### src/rtl/addsub_pipe.sv
// Pipelined, stall-able adder/subtractor: one CHUNK-bit carry-lookahead slice per stage,
// with the ripple carry, valid bit and tag registered alongside each operation.
module addsub_pipe #(
  parameter int WIDTH = 16,
  parameter int CHUNK = 4,
  parameter int TAGW  = 4
) (
  input  logic             clk,
  input  logic             rst,
  input  logic             en,
  input  logic             in_valid,
  input  logic             as,
  input  logic [WIDTH-1:0] in1,
  input  logic [WIDTH-1:0] in2,
  input  logic [TAGW-1:0]  tag_in,
  output logic             out_valid,
  output logic [WIDTH-1:0] out,
  output logic             cout,
  output logic             ovf,
  output logic             zero,
  output logic [TAGW-1:0]  tag_out
);

  localparam int STAGES = WIDTH / CHUNK;

  generate
    if (CHUNK < 1 || WIDTH < CHUNK || (WIDTH % CHUNK) != 0) begin : g_bad_width
      $error("addsub_pipe: WIDTH (%0d) must be a non-zero multiple of CHUNK (%0d)", WIDTH, CHUNK);
    end
    if (TAGW < 1) begin : g_bad_tagw
      $error("addsub_pipe: TAGW (%0d) must be at least 1", TAGW);
    end
  endgenerate

  // Handshake: there is no back-pressure. An operation is accepted on every rising edge
  // where en=1 and in_valid=1; its result appears with out_valid=1 after STAGES further
  // enabled edges. en=0 freezes the whole pipe, and inputs seen while en=0 are dropped.

  // Returns {carry into MSB, carry out, sum}. Each carry is expanded in lookahead
  // form from g/p terms and cin so no carry depends on a previous carry signal.
  function automatic logic [CHUNK+1:0] cla(input logic [CHUNK-1:0] a,
                                           input logic [CHUNK-1:0] b,
                                           input logic             cin);
    logic [CHUNK-1:0] g;
    logic [CHUNK-1:0] p;
    logic [CHUNK-1:0] s;
    logic [CHUNK:0]   c;
    logic             term;
    g = a & b;
    p = a ^ b;
    c = '0;
    c[0] = cin;
    for (int i = 0; i < CHUNK; i++) begin
      term = cin;
      for (int k = 0; k <= i; k++) term = term & p[k];
      c[i+1] = term;
      for (int j = 0; j <= i; j++) begin
        term = g[j];
        for (int k = j + 1; k <= i; k++) term = term & p[k];
        c[i+1] = c[i+1] | term;
      end
    end
    s = p ^ c[CHUNK-1:0];
    return {c[CHUNK-1], c[CHUNK], s};
  endfunction

  // Operands are only needed until their chunk has been consumed, so the last stage
  // carries none; r_q[0] is a constant empty result feeding stage 1.
  logic [WIDTH-1:0] a_q   [0:STAGES-1];
  logic [WIDTH-1:0] b_q   [0:STAGES-1];
  logic [WIDTH-1:0] r_q   [0:STAGES];
  logic             c_q   [0:STAGES];
  logic             v_q   [0:STAGES];
  logic [TAGW-1:0]  t_q   [0:STAGES];
  logic             ovf_q;
  logic             zero_q;

  logic [CHUNK+1:0] cla_res [1:STAGES];
  logic [WIDTH-1:0] r_nxt   [1:STAGES];

  always_comb begin
    for (int s = 1; s <= STAGES; s++) begin
      cla_res[s] = cla(a_q[s-1][(s-1)*CHUNK +: CHUNK],
                       b_q[s-1][(s-1)*CHUNK +: CHUNK],
                       c_q[s-1]);
      r_nxt[s] = r_q[s-1];
      r_nxt[s][(s-1)*CHUNK +: CHUNK] = cla_res[s][CHUNK-1:0];
    end
  end

  always_ff @(posedge clk or posedge rst) begin
    if (rst) begin
      for (int s = 0; s < STAGES; s++) begin
        a_q[s] <= '0;
        b_q[s] <= '0;
      end
      for (int s = 0; s <= STAGES; s++) begin
        r_q[s] <= '0;
        c_q[s] <= 1'b0;
        v_q[s] <= 1'b0;
        t_q[s] <= '0;
      end
      ovf_q  <= 1'b0;
      zero_q <= 1'b0;
    end else if (en) begin
      // Subtraction is a + ~b + 1: invert b here and inject the +1 as carry-in.
      a_q[0] <= in1;
      b_q[0] <= in2 ^ {WIDTH{as}};
      r_q[0] <= '0;
      c_q[0] <= as;
      v_q[0] <= in_valid;
      t_q[0] <= tag_in;
      for (int s = 1; s < STAGES; s++) begin
        a_q[s] <= a_q[s-1];
        b_q[s] <= b_q[s-1];
      end
      for (int s = 1; s <= STAGES; s++) begin
        r_q[s] <= r_nxt[s];
        c_q[s] <= cla_res[s][CHUNK];
        v_q[s] <= v_q[s-1];
        t_q[s] <= t_q[s-1];
      end
      ovf_q  <= cla_res[STAGES][CHUNK+1] ^ cla_res[STAGES][CHUNK];
      zero_q <= (r_nxt[STAGES] == '0);
    end
  end

  assign out_valid = v_q[STAGES];
  assign out       = r_q[STAGES];
  assign cout      = c_q[STAGES];
  assign ovf       = ovf_q;
  assign zero      = zero_q;
  assign tag_out   = t_q[STAGES];

endmodule

### config.mk
export PLATFORM = sky130hd
export DESIGN_NAME = addsub_pipe
export DESIGN_NICKNAME = d
export VERILOG_FILES = /design/src/rtl/addsub_pipe.sv
export SDC_FILE = /design/constraint.sdc
export NUM_CORES = 1
export LEC_CHECK = 0
export ABC_AREA = 1
export CAP_MARGIN = 15
export CORE_MARGIN = 1
export CORE_UTILIZATION = 51
export DETAILED_ROUTE_END_ITERATION = 6
export HOLD_SLACK_MARGIN = 0.15
export PLACE_DENSITY = 0.87
export SLEW_MARGIN = 20
export SYNTH_ARGS = -nofsm -noshare
export SYNTH_HDL_FRONTEND = slang
export SYNTH_SLANG_ARGS = --single-unit
### constraint.sdc
create_clock -name clk -period 4.27 [get_ports clk]
set_input_delay 0.427 -clock clk [delete_from_list [all_inputs] [get_ports clk]]
set_output_delay 0.427 -clock clk [all_outputs]
set_load 0.005 [all_outputs]
== Yosys cells after proc, flatten, opt, wreduce, memory -nomap -nowiden ==
Index checks and enable logic that the tools add are counted.
Storage, ports and cells
  register bits: 200
Operators by class
  bitwise gates (word level): 94
  reduce and logical (&&, ||, !) cells: 1
Operators by type and width (number)
  1-bit bitwise AND: 40
  1-bit OR: 40
  4-bit bitwise XOR: 8
  4-bit bitwise AND: 4
  16-bit logical NOT: 1
  16-bit bitwise XOR: 1
  1-bit bitwise XOR: 1

== Logic depth before layout (Yosys ltp) ==
  depth in word-level cells: 10
  gate-level depth with buffers: 10
  mapped depth without buffers: 10

== Worst setup path after synthesis ==
Ideal clock, no wire load.
  kind: register to register
  start point: register a_q[12] in the netlist's numbering
  end point: register zero_q (netlist: zero)
  setup time: 0.065 ns
  arrival: 1.375 ns
  slack: 2.831 ns
  cell stages (with the launch flop): 11
  path buffers: 0
  clock period less this slack: 1.439 ns
  cells stage by stage: dfrtp_1 -> inv_1 -> fa_1 -> inv_1 -> nor2_1 -> nand2_1 -> nor2_1 -> nand3_1 -> nor2_1 -> nand2_1 -> nand2_1
Between the ends
  cells in the longest elaborated chain, start to end: 9
  elaborated cells between the ends (all ways): 15
  those cells by class: bitwise: 14; reduce/logical: 1
RTL lines
  from (decl): RTL line 69  | logic [WIDTH-1:0] a_q [0:STAGES-1];
  from (signal, indexed assignment): RTL line 114  | a_q[s] <= a_q[s-1];
  4-bit bitwise XOR: RTL line 50  | p = a ^ b;
  1-bit bitwise AND (3 in a row): RTL line 55  | for (int k = 0; k <= i; k++) term = term & p[k];
  1-bit OR (3 in a row): RTL line 60  | c[i+1] = c[i+1] | term;
  4-bit bitwise XOR *: RTL line 63  | s = p ^ c[CHUNK-1:0];
  16-bit logical NOT *: RTL line 124  | zero_q <= (r_nxt[STAGES] == '0);
  to (signal assigned): RTL line 124
  to (decl): RTL line 76  | logic zero_q;
Mark *: on every way between the ends. The rest lies on a longest branch, timed or not.
A chain may end at the register's enable or synchronous reset.

== Final worst setup path ==
  start point: register r_q, in the netlist out[10]
  end point: output port out[10]
RTL lines
  from (decl): RTL line 71  | logic [WIDTH-1:0] r_q [0:STAGES];
  from (signal, indexed assignment): RTL line 118  | r_q[s] <= r_nxt[s];
  to (decl): RTL line 17  | output logic [WIDTH-1:0] out,
No word-level cell between the ends.

==> run metrics <==
GRT Residual Overflow 0; Synth Net Count 767; CP bufs+invs 1; Cell Rows 40; Worst Path Class, Setup flop to output port; FMAX roughly 570 MHz; status finished clean; Tot GR Track Use about a fifth; Sw Pwr ~0.0010 W; cell-internal power approximately 0.0028 W; CTS tree done; clock sinks roughly 150; Final TNS setup 0 ns; placed cell count between 800 and 900; Sw Ratio between 20% and 30%; Gate power share 15.8%; Num CTS Buffers 17; Final Cell Area between 7000 and 8000 sq um; layout cells sized above 1 4.86%; placed instance area just over 7000 sq um; hpwl dp 7.06 mm; Routed wire per std cell 12.3 um; CP Capture Type output port; vias roughly 4500; die height 115 um; final setup vio count 0; met2 Resource Use GR roughly 31%; hold_ws ~0.47 ns; Routed Antenna Nets 0; Hold Vio Cnt, Final 0; Boundary Pins 65; final worst slack roughly 2.5 ns; fin crit period 1.76 ns; post-cts gate resize count 0; hold buffers post-CTS 0; vias in the first global route between 4000 and 5000; Flop pwr share between 40% and 50%; initial antenna violation count 0; Power Dens Cells 500 nW/um^2; Via-to-Cell Ratio between 4 and 5; RSZ-0062 raised after global routing false; DR pass1 iterations 4; core area about 12000 sq um; Max clock buf depth 2; Critical Path Slowest Stage Cell clkdlybuf4s50_1; WP data required 3.84 ns; initial core utilization roughly 53%; GPL Wtd Cong slightly below 0.8; final setup skew around 0.014 ns; clock share of power between 30% and 40%; Nets 815; slowest stage delay, CP ~0.52 ns; DR DRC count 0; CP startpoint kind flop; DR iter-0 viols 333; Pins Over Slew Limit 0; register area share after synthesis between 50% and 60%; crit-path leading delay family buffers and inverters; most common cell after layout, fill and taps aside nand2_1; number of unique standard cell types used by synthesis 21; Non-Filler Instances between 900 and 1000; GR peak layer met2; first-pass GRT wire length 19.7 mm; Arr. time, crit path about 1.3 ns; crit-path cells clkdlybuf4s50_1; Clk Latency, worst-skew pair roughly 0.42 ns; Least-Margin Pin Slew slightly above 1 ns; Mapped Area ~6500 sq um; syn_area_per_cell 9.22 sq um; Yosys Warn Count 0; post-place setup slack slightly above 2 ns; most frequent cells in the layout nand2_1, dfrtp_1, o21ai_0; number of antenna repair diodes 0; met1 Resource Use GR 26.1%; Hold/Removal Path Class flop to flop; P_leak around 3.8 nW; part of the cycle the worst path needs between 40% and 50%; DIE WIDTH 115 um; largest net degree at the start of global routing 153; area delta synth->final 19.0%; Rel. slew slack 32.3%; die area around 13000 sq um; Max-cap violations 0; worst ir drop on vdd ~0.00028 V; reg2reg setup slack roughly 2.5 ns; post-CTS setup buffer count 0; IO buf count 64; M3 GR Usage under 10%; Routed WL 11.4 mm; register bit total from synthesis approximately 150; Crit Path Max Fanout 2; Root Driver clkbuf_16; H-tree depth 4; clock-pin slew of the registers on the worst-case setup and hold paths 0.06 ns; Post-Syn Instances 702
==> cells by family (layout without fill, tap and decap cells) <==
group / count (synthesis) / count (layout) / share of synthesized area, %
AOI/OAI and AO/OA: 103 / 103 / 8.02
xor gates and xnor gates: 20 / 20 / 2.71
adders and majority gates: 24 / 24 / 5.10
buffers and inverters: 92 / 152 / 6.76
DFF: 152 / 152 / 58.7
and+or+nand+nor: 311 / 311 / 18.7
==> final timing paths <==
check,startpoint,end,cells past startpoint
setup / recovery,out[10]$_DFFE_PP0P_,out[10],1
hold reg to reg,a_q[57]$_DFFE_PP0P_,a_q[57]$_DFFE_PP0P_,2
setup reg to reg,c_q[1]$_DFFE_PP0P_,zero$_DFFE_PP0P_,10
max in group asynchronous,rst,b_q[56]$_DFFE_PP0P_,3
hold / removal,a_q[57]$_DFFE_PP0P_,a_q[57]$_DFFE_PP0P_,2
min in group asynchronous,rst,b_q[43]$_DFFE_PP0P_,3
==> layout make-up <==
class,count,area (sq um)
tap,168,210
timing repair buffer,68,681
multi-input combinational,458,2230
fill,1011,4510
clock inverter,12,126
inverter,53,208
sequential,152,3800
clock buffer,19,443
==> per-stage QoR <==
stage	util (%)	total power, W
4_1_cts	63.1	0.00389
2_1_floorplan	-	0.00219
3_5_place_dp	58.4	0.00244
3_3_place_gp	58.4	0.00241
6_report	63.1	0.00385
5_1_grt	63.1	0.00407
==> routing by layer <==
metal / vias to the layer above / part of all wire, %
met5: - / 0
met4: 0 / 1.8
met3: 16 / 2.6
met2: 68 / 48
met1: 2110 / 47
li1: 2289 / -
==> power groups by stage <==
stage	Clock, W	Combinational (W)	Sequential, W
5_1_grt	0.00153	0.000705	0.00183
4_1_cts	0.00146	0.000620	0.00181
2_1_floorplan	0	0.000394	0.00180
3_5_place_dp	0	0.000611	0.00183
6_report	0.00144	0.000609	0.00181
3_3_place_gp	0	0.000582	0.00182
==> sequential cells by signal, indices dropped and copies added (netlist names), 4 cells and up <==
name and flops:
c_q 4, t_q 16, tag_out 4, a_q 40, b_q 40, out 16
r_nxt 24, v_q 4
==> worst min-delay path: cells and delay by family, from the launching register on <==
kind	cells	cell delay, ns
flops	1	0.34
simple gates	2	0.10
==> Yosys cell counts <==
cell	count	area share (%)
xnor2_1	17	2.3
a31oi_1	1	0.097
o21ai_0	98	7.6
buf_4	13	1.5
nand3b_1	6	0.70
inv_2	1	0.058
ha_1	20	3.9
clkbuf_2	2	0.15
buf_6	3	0.52
nand3_1	11	0.85
inv_1	52	3.0
xor2_1	3	0.41
clkbuf_1	6	0.35
fa_1	4	1.2
nand2_1	273	16
nand4_1	2	0.19
buf_2	15	1.2
nor2_1	19	1.1
dfrtp_1	152	59
o21a_1	1	0.12
a21oi_1	3	0.23
No activity file was read; power rests on OpenSTA's default activity.
